===== src/rtl/fetch_unit_pkg.sv =====
// Shared definitions for the instruction-fetch stage: next-PC source
// encodings and the fetch FSM state type.
package fetch_unit_pkg;

    // Next-PC source selected by the controller on the writeback strobe.
    localparam logic [1:0] PC_4     = 2'b00;
    localparam logic [1:0] PC_14BIT = 2'b01;
    localparam logic [1:0] PC_24BIT = 2'b10;

    // Fetch FSM states.
    typedef enum logic [1:0] {
        IDLE = 2'b00,
        REQ  = 2'b01,
        WAIT = 2'b10
    } state_t;

endpackage


===== src/rtl/fetch_unit_if.sv =====
// Instruction-memory read port.
// Handshake: the master raises im_req with a stable im_addr and keeps both
// until the slave answers with im_ready; a transfer happens on each clock
// edge where im_req && im_ready, and im_rdata is valid in that cycle only.
// im_ready while im_req is low carries no meaning.
interface fetch_unit_if #(
    parameter int PC_WIDTH = 32
) ();
    logic                im_req;
    logic [PC_WIDTH-1:0] im_addr;
    logic                im_ready;
    logic [31:0]         im_rdata;

    modport master (output im_req, output im_addr, input im_ready, input im_rdata);
    modport slave  (input im_req, input im_addr, output im_ready, output im_rdata);
endinterface


===== src/rtl/fetch_unit_pc_next_gen.sv =====
// Combinational next-PC generator: PC+4, or PC plus a signed halfword
// displacement taken from the 14-bit branch or 24-bit jump immediate.
module fetch_unit_pc_next_gen
    import fetch_unit_pkg::*;
#(
    parameter int PC_WIDTH = 32
) (
    input  logic [PC_WIDTH-1:0] i_pc,
    input  logic [1:0]          i_select_pc,
    input  logic [13:0]         i_imm_14bit,
    input  logic [23:0]         i_imm_24bit,
    output logic [PC_WIDTH-1:0] o_next_pc
);

    logic [PC_WIDTH-1:0] w_disp_14;
    logic [PC_WIDTH-1:0] w_disp_24;

    // Displacements are in halfwords: sign-extend, then shift left by one.
    assign w_disp_14 = {{(PC_WIDTH-15){i_imm_14bit[13]}}, i_imm_14bit, 1'b0};
    assign w_disp_24 = {{(PC_WIDTH-25){i_imm_24bit[23]}}, i_imm_24bit, 1'b0};

    // Select the next PC; the unused encoding falls back to sequential flow.
    always_comb begin
        o_next_pc = i_pc + PC_WIDTH'(4);
        case (i_select_pc)
            PC_14BIT: o_next_pc = i_pc + w_disp_14;
            PC_24BIT: o_next_pc = i_pc + w_disp_24;
            default:  o_next_pc = i_pc + PC_WIDTH'(4);
        endcase
    end

endmodule


===== src/rtl/fetch_unit.sv =====
// Instruction-fetch stage: owns the PC, issues one memory read per fetch
// strobe and registers the returned word for the controller.
// Optional build macro: FETCH_MISALIGN_CHECK_EN (blocks fetches from an
// unaligned PC and raises a sticky fetch_misalign flag).
module fetch_unit
    import fetch_unit_pkg::*;
#(
    parameter int                  PC_WIDTH = 32,
    parameter logic [PC_WIDTH-1:0] RESET_PC = '0
) (
    input  logic                clock,
    input  logic                reset,
    input  logic                enable_fetch,
    input  logic                enable_writeback,
    input  logic [1:0]          select_pc,
    input  logic [13:0]         imm_14bit,
    input  logic [23:0]         imm_24bit,
    fetch_unit_if.master        im,
    output logic [31:0]         instruction,
    output logic                instr_valid,
    output logic [PC_WIDTH-1:0] pc,
    output logic                fetch_stall,
`ifdef FETCH_MISALIGN_CHECK_EN
    output logic                fetch_misalign,
`endif
    output state_t              dbg_state
);

    state_t              r_state;
    state_t              w_state_next;
    logic [PC_WIDTH-1:0] r_pc;
    logic [PC_WIDTH-1:0] r_im_addr;
    logic [31:0]         r_instruction;
    logic                r_instr_valid;
    logic [PC_WIDTH-1:0] w_next_pc;
    logic                w_busy;
    logic                w_accept;
    logic                w_fetch_start;
    logic                w_addr_ok;

`ifdef FETCH_MISALIGN_CHECK_EN
    logic r_misalign;
    assign w_addr_ok      = (r_pc[1:0] == 2'b00);
    assign fetch_misalign = r_misalign;
`else
    assign w_addr_ok = 1'b1;
`endif

    assign w_fetch_start = enable_fetch && (r_state == IDLE) && w_addr_ok;
    assign w_busy        = (r_state == REQ) || (r_state == WAIT);
    assign w_accept      = w_busy && im.im_ready;

    fetch_unit_pc_next_gen #(.PC_WIDTH(PC_WIDTH)) u_pc_next_gen (
        .i_pc        (r_pc),
        .i_select_pc (select_pc),
        .i_imm_14bit (imm_14bit),
        .i_imm_24bit (imm_24bit),
        .o_next_pc   (w_next_pc)
    );

    // FSM state register.
    always_ff @(posedge clock or negedge reset) begin
        if (!reset) r_state <= IDLE;
        else        r_state <= w_state_next;
    end

    // FSM next-state logic; strobes outside IDLE are dropped, not queued.
    always_comb begin
        w_state_next = r_state;
        case (r_state)
            IDLE:    if (w_fetch_start) w_state_next = REQ;
            REQ:     w_state_next = im.im_ready ? IDLE : WAIT;
            WAIT:    if (im.im_ready) w_state_next = IDLE;
            default: w_state_next = IDLE;
        endcase
    end

    // FSM outputs, decoded from state so a reset drops im_req at once.
    always_comb begin
        im.im_req   = w_busy;
        fetch_stall = (r_state == WAIT);
    end

    // Request address is latched at fetch start, decoupled from later PC commits.
    always_ff @(posedge clock or negedge reset) begin
        if (!reset)             r_im_addr <= '0;
        else if (w_fetch_start) r_im_addr <= r_pc;
    end

    // Capture the returned word and pulse instr_valid for one cycle.
    always_ff @(posedge clock or negedge reset) begin
        if (!reset) begin
            r_instruction <= '0;
            r_instr_valid <= 1'b0;
        end else begin
            r_instr_valid <= w_accept;
            if (w_accept) r_instruction <= im.im_rdata;
        end
    end

    // Committed PC advances on every writeback strobe, whatever the FSM does.
    always_ff @(posedge clock or negedge reset) begin
        if (!reset)                r_pc <= RESET_PC;
        else if (enable_writeback) r_pc <= w_next_pc;
    end

`ifdef FETCH_MISALIGN_CHECK_EN
    // Sticky flag for a fetch attempted from an unaligned PC.
    always_ff @(posedge clock or negedge reset) begin
        if (!reset)                                            r_misalign <= 1'b0;
        else if (enable_fetch && (r_state == IDLE) && !w_addr_ok) r_misalign <= 1'b1;
    end
`endif

    assign im.im_addr  = r_im_addr;
    assign instruction = r_instruction;
    assign instr_valid = r_instr_valid;
    assign pc          = r_pc;
    assign dbg_state   = r_state;

endmodule


===== src/flat_wrapper.sv =====
// flat-port wrapper written by rule: the top's interface ports become plain ports
module fetch_unit_flat import fetch_unit_pkg::*;
#(
    parameter int                  PC_WIDTH = 32,
    parameter logic [PC_WIDTH-1:0] RESET_PC = '0
)
  (clock, reset, enable_fetch, enable_writeback, select_pc, imm_14bit, imm_24bit, instruction, instr_valid, pc, fetch_stall, dbg_state, im_im_req, im_im_addr, im_im_ready, im_im_rdata);
  fetch_unit_if #(.PC_WIDTH(PC_WIDTH)) im_i ();
  input  logic clock;
  input  logic reset;
  input  logic enable_fetch;
  input  logic enable_writeback;
  input  logic [1:0] select_pc;
  input  logic [13:0] imm_14bit;
  input  logic [23:0] imm_24bit;
  output logic [31:0] instruction;
  output logic instr_valid;
  output logic [PC_WIDTH-1:0] pc;
  output logic fetch_stall;
  output state_t dbg_state;
  output wire logic [$bits(im_i.im_req)-1:0] im_im_req;
  output wire logic [$bits(im_i.im_addr)-1:0] im_im_addr;
  input wire logic [$bits(im_i.im_ready)-1:0] im_im_ready;
  input wire logic [$bits(im_i.im_rdata)-1:0] im_im_rdata;
  assign im_im_req = im_i.im_req;
  assign im_im_addr = im_i.im_addr;
  assign im_i.im_ready = im_im_ready;
  assign im_i.im_rdata = im_im_rdata;
  fetch_unit #(.PC_WIDTH(PC_WIDTH), .RESET_PC(RESET_PC)) u_core (.clock(clock), .reset(reset), .enable_fetch(enable_fetch), .enable_writeback(enable_writeback), .select_pc(select_pc), .imm_14bit(imm_14bit), .imm_24bit(imm_24bit), .im(im_i), .instruction(instruction), .instr_valid(instr_valid), .pc(pc), .fetch_stall(fetch_stall), .dbg_state(dbg_state));
endmodule

===== config.mk =====
export PLATFORM = sky130hd
export DESIGN_NAME = fetch_unit_flat
export DESIGN_NICKNAME = d
export VERILOG_FILES = /design/src/rtl/fetch_unit_pkg.sv /design/src/rtl/fetch_unit_if.sv /design/src/rtl/fetch_unit_pc_next_gen.sv /design/src/rtl/fetch_unit.sv /design/src/flat_wrapper.sv
export SDC_FILE = /design/constraint.sdc
export NUM_CORES = 1
export LEC_CHECK = 0
export CORE_MARGIN = 2
export CORE_UTILIZATION = 24
export CTS_BUF_LIST = sky130_fd_sc_hd__clkbuf_4 sky130_fd_sc_hd__clkbuf_8
export DETAILED_ROUTE_END_ITERATION = 10
export SYNTH_ARGS = -nofsm -noshare
export SYNTH_HDL_FRONTEND = slang
export SYNTH_HIERARCHICAL = 1
export SYNTH_SLANG_ARGS = --single-unit

===== constraint.sdc =====
create_clock -name clock -period 3.8 [get_ports clock]
set_clock_uncertainty 0.1 [all_clocks]
set_input_delay 0.76 -clock clock [delete_from_list [all_inputs] [get_ports clock]]
set_output_delay 0.76 -clock clock [all_outputs]
set_load 0.02 [all_outputs]

==> summary.txt <==
Clocking
  – CTS HTree Levels: 3
  – CTS tree: done
  – Worst-path clk slew: 100 ps
  – Clock Path Buffers: 2
  – Clk_lat worst skew: 370 ps
  – Root buf cell: clkbuf_8
  – Clock sinks: 99
  – CTS Buf Count: 9

Synth
  – Syn Nets: 775
  – YS warnings: 6
  – Post-synthesis sequential area ratio: 36.03%
  – Mean Syn Cell Area: 10.47 µm²
  – Gate Count Post-Synth: 657
  – Number of synthesized flops with an enable pin: 0
  – Synth Register Bits: 99
  – Cell area after synthesis: 6877 µm²
  – Top_reg_cell synth: dfrtp_1
  – FFs w/ async S/R, synth: 100.0%
  – Cell variety after synth: 70

Timing
  – Setup-failing EPs final: 0
  – Max Clk Rate: 268.4 MHz
  – Max Transition Viols Final: 0
  – Unrepaired setup endpoints after global routing: true
  – Final period utilization: 98.05%
  – Final Hold Vio Count: 0
  – Min cycle time layout: 3726 ps
  – Worst Hold Slack: 309.4 ps
  – Max_slew headroom: 46.89%
  – Worst-margin pin slew: 793.9 ps

Layout
  – Share of cells above drive strength 1: 30.00%
  – Nets: 1044
  – Sequential Area: 2477 µm²
  – Fillers: 2798
  – Layout area overhead: 46.73%
  – Commonest cells after routing, fill and taps aside: clkdlybuf4s50_1 (174), buf_4 (109), dfrtp_1 (99), mux2_2 (78), nand2_1 (69)
  – Multi-input gate area: 4249 µm²
  – Commonest non-fill, non-tap cell in the layout: clkdlybuf4s50_1
  – Ant. Diodes: 0

Floorplanning
  – Die height: 173.3 µm
  – Row Count: 61
  – I/O Pins: 178
  – Die area: 30020 µm²
  – Initial Util: 24.55%
  – Chip width: 173.3 µm
  – Core area: 28010 µm²

Critical path
  – Worst r2r path cells: 8
  – Crit path launch type: input port
  – Crit path max fanout: 5
  – Worst EP arrival: 3900 ps
  – Reg2Reg Setup Slack: 670 ps
  – Crit path kind: in2reg
  – CP endpoint kind: register
  – Required time of the worst setup path: 3970 ps

Power and ir drop
  – Pwr/cell area: 866.8 nW/µm²
  – Max rail drop VDD: 0.1994 mV
  – Pwr Total: 8746 µW
  – Leak Pwr: 0.004348 µW

Global route
  – First-pass GRT wire length: 33.81 mm
  – Grt ovf: 0
  – Initial antenna violation count: 0
  – Pin count of the biggest net entering global routing: 54
  – All-Layer GR Usage: 14.11%
  – Vias in the first global route: 6045

Flow run
  – Max Cap Viol: 0

Drt
  – # DRC: 0
  – Final ANT Viol Nets: 0
  – Average vias per placed instance: 4.529
  – First drt pass iteration count: 4
  – DR iter-0 viols: 352
  – Met2 wire length: 9.450 mm
  – Top sig layer: met4
  – WL met1: 10.38 mm
  – Met3 Routed Length: 982 µm
  – WL/cell: 16.20 µm
  – Via count: 5924
  – Final WL: 21.19 mm

Placed design
  – PortBufs: 177
  – Gp weighted congestion: 0.8552
  – Final HPWL DP: 16.58 mm

Status
  – Status: finished, final reports clean

Worst hold path
  – Hold Crit Class: in2async
-- cell families (layout without fill, tap and decap cells) --
group	after synthesis	after routing	synth area share [%]
adders and majority gates	41	41	7.569
xor gates and xnor gates	44	44	5.604
AOI/OAI and AO/OA	129	129	12.68
muxes	117	117	20.72
and+or+nand+nor	184	184	13.88
buffers and inverters	43	316	3.512
DFF	99	99	36.03
-- critical path: stages --
cell and delay (ps):
dlygate4sd2_1 240, inv_2 80, ha_4 190, mux2_4 320, ha_4 160, fa_2 370
a211oi_4 270, o21ai_2 110, a211oi_2 190, buf_4 170, o31ai_4 70, o2111a_1 270
nor4_2 310, xnor2_1 100, mux2_2 260
-- path summary, 6_finish.rpt --
kind / from / to
min in group clock: u_core/instruction[12] / u_core/instruction[12]
max in group asynchronous: reset / u_core/im.im_addr[25]
worst min register to register: u_core/instruction[12] / u_core/instruction[12]
worst max-delay path: select_pc[0] / u_core/pc[31]
worst min-delay path: reset / u_core/pc[2]
worst max register to register: u_core/pc[2] / u_core/pc[30]
-- metrics by stage --
step / cells / setup TNS, ps / utilization (%) / setup WS (ps) / instance area, µm²
floorplan: 657 / 0 / - / 36.79 / 6930
finish: 1308 / 0 / 36.02 / 74.28 / 10090
CTS: 1308 / 0 / 35.88 / 60.77 / 10050
global placement: 1289 / -8011 / 34.92 / -479.6 / 9782
detailed placement: 1289 / -9241 / 34.92 / -583.1 / 9782
global route: 1308 / -245.5 / 36.02 / -63.72 / 10090
-- Yosys cell counts, types with 5 or more instances --
master	n	area (µm²)
o21ai_0	30	150.1
ha_1	40	500.5
a21oi_1	35	175.2
inv_1	14	52.55
clkbuf_1	10	37.54
buf_2	5	25.02
nand3_1	12	60.06
buf_4	5	37.54
mux2_4	30	450.4
nand2_1	69	259.0
nand4_1	8	50.05
nor3_1	10	50.05
and3_1	11	68.82
o21bai_1	6	45.04
xor2_1	23	201.4
a21o_1	10	75.07
xnor2_1	21	183.9
nor2_1	29	108.9
buf_6	7	78.83
mux2_2	81	912.1
dfrtp_1	99	2477
nor4_1	5	31.28
a211oi_1	7	52.55
-- timing repair --
| action | CTS | global route |
|---|---|---|
| pin swaps | 10 | 2 |
| setup endpoints to repair | 14 | 12 |
| buffers inserted | 4 | 0 |
| hold buffers | 0 | 0 |
| resized for setup | 6 | 9 |
-- final cells by class --
cell class / count / share of cell area, %
clock buffers: 11 / 1.438
clock inverters: 4 / 0.7440
inverters: 14 / 0.5208
multi-input cells: 515 / 42.11
flip-flops and latches: 99 / 24.55
well taps: 378 / 4.687
repair buffers: 287 / 25.94
-- registers in the layout, indices dropped and copies added (netlist names) --
register	flops
u_core/im.im_addr	32
u_core/instr_valid	1
u_core/instruction	32
u_core/dbg_state	2
u_core/pc	32
-- per-layer routing --
| metal | vias up | GRT usage (%) |
|---|---|---|
| met5 | - | 0 |
| met4 | 0 | 4.944 |
| met3 | 17 | 1.711 |
| met2 | 176 | 22.40 |
| met1 | 2807 | 19.76 |
| li1 | 2924 | - |
-- power breakdown --
part	total (µW)	internal [µW]	leakage (µW)	switching, µW
registers	2210	1580	0.00117	632
logic	5760	3070	0.00307	2690
clock network	779	393	0.000105	386
Power figures use the tool's default switching activity.
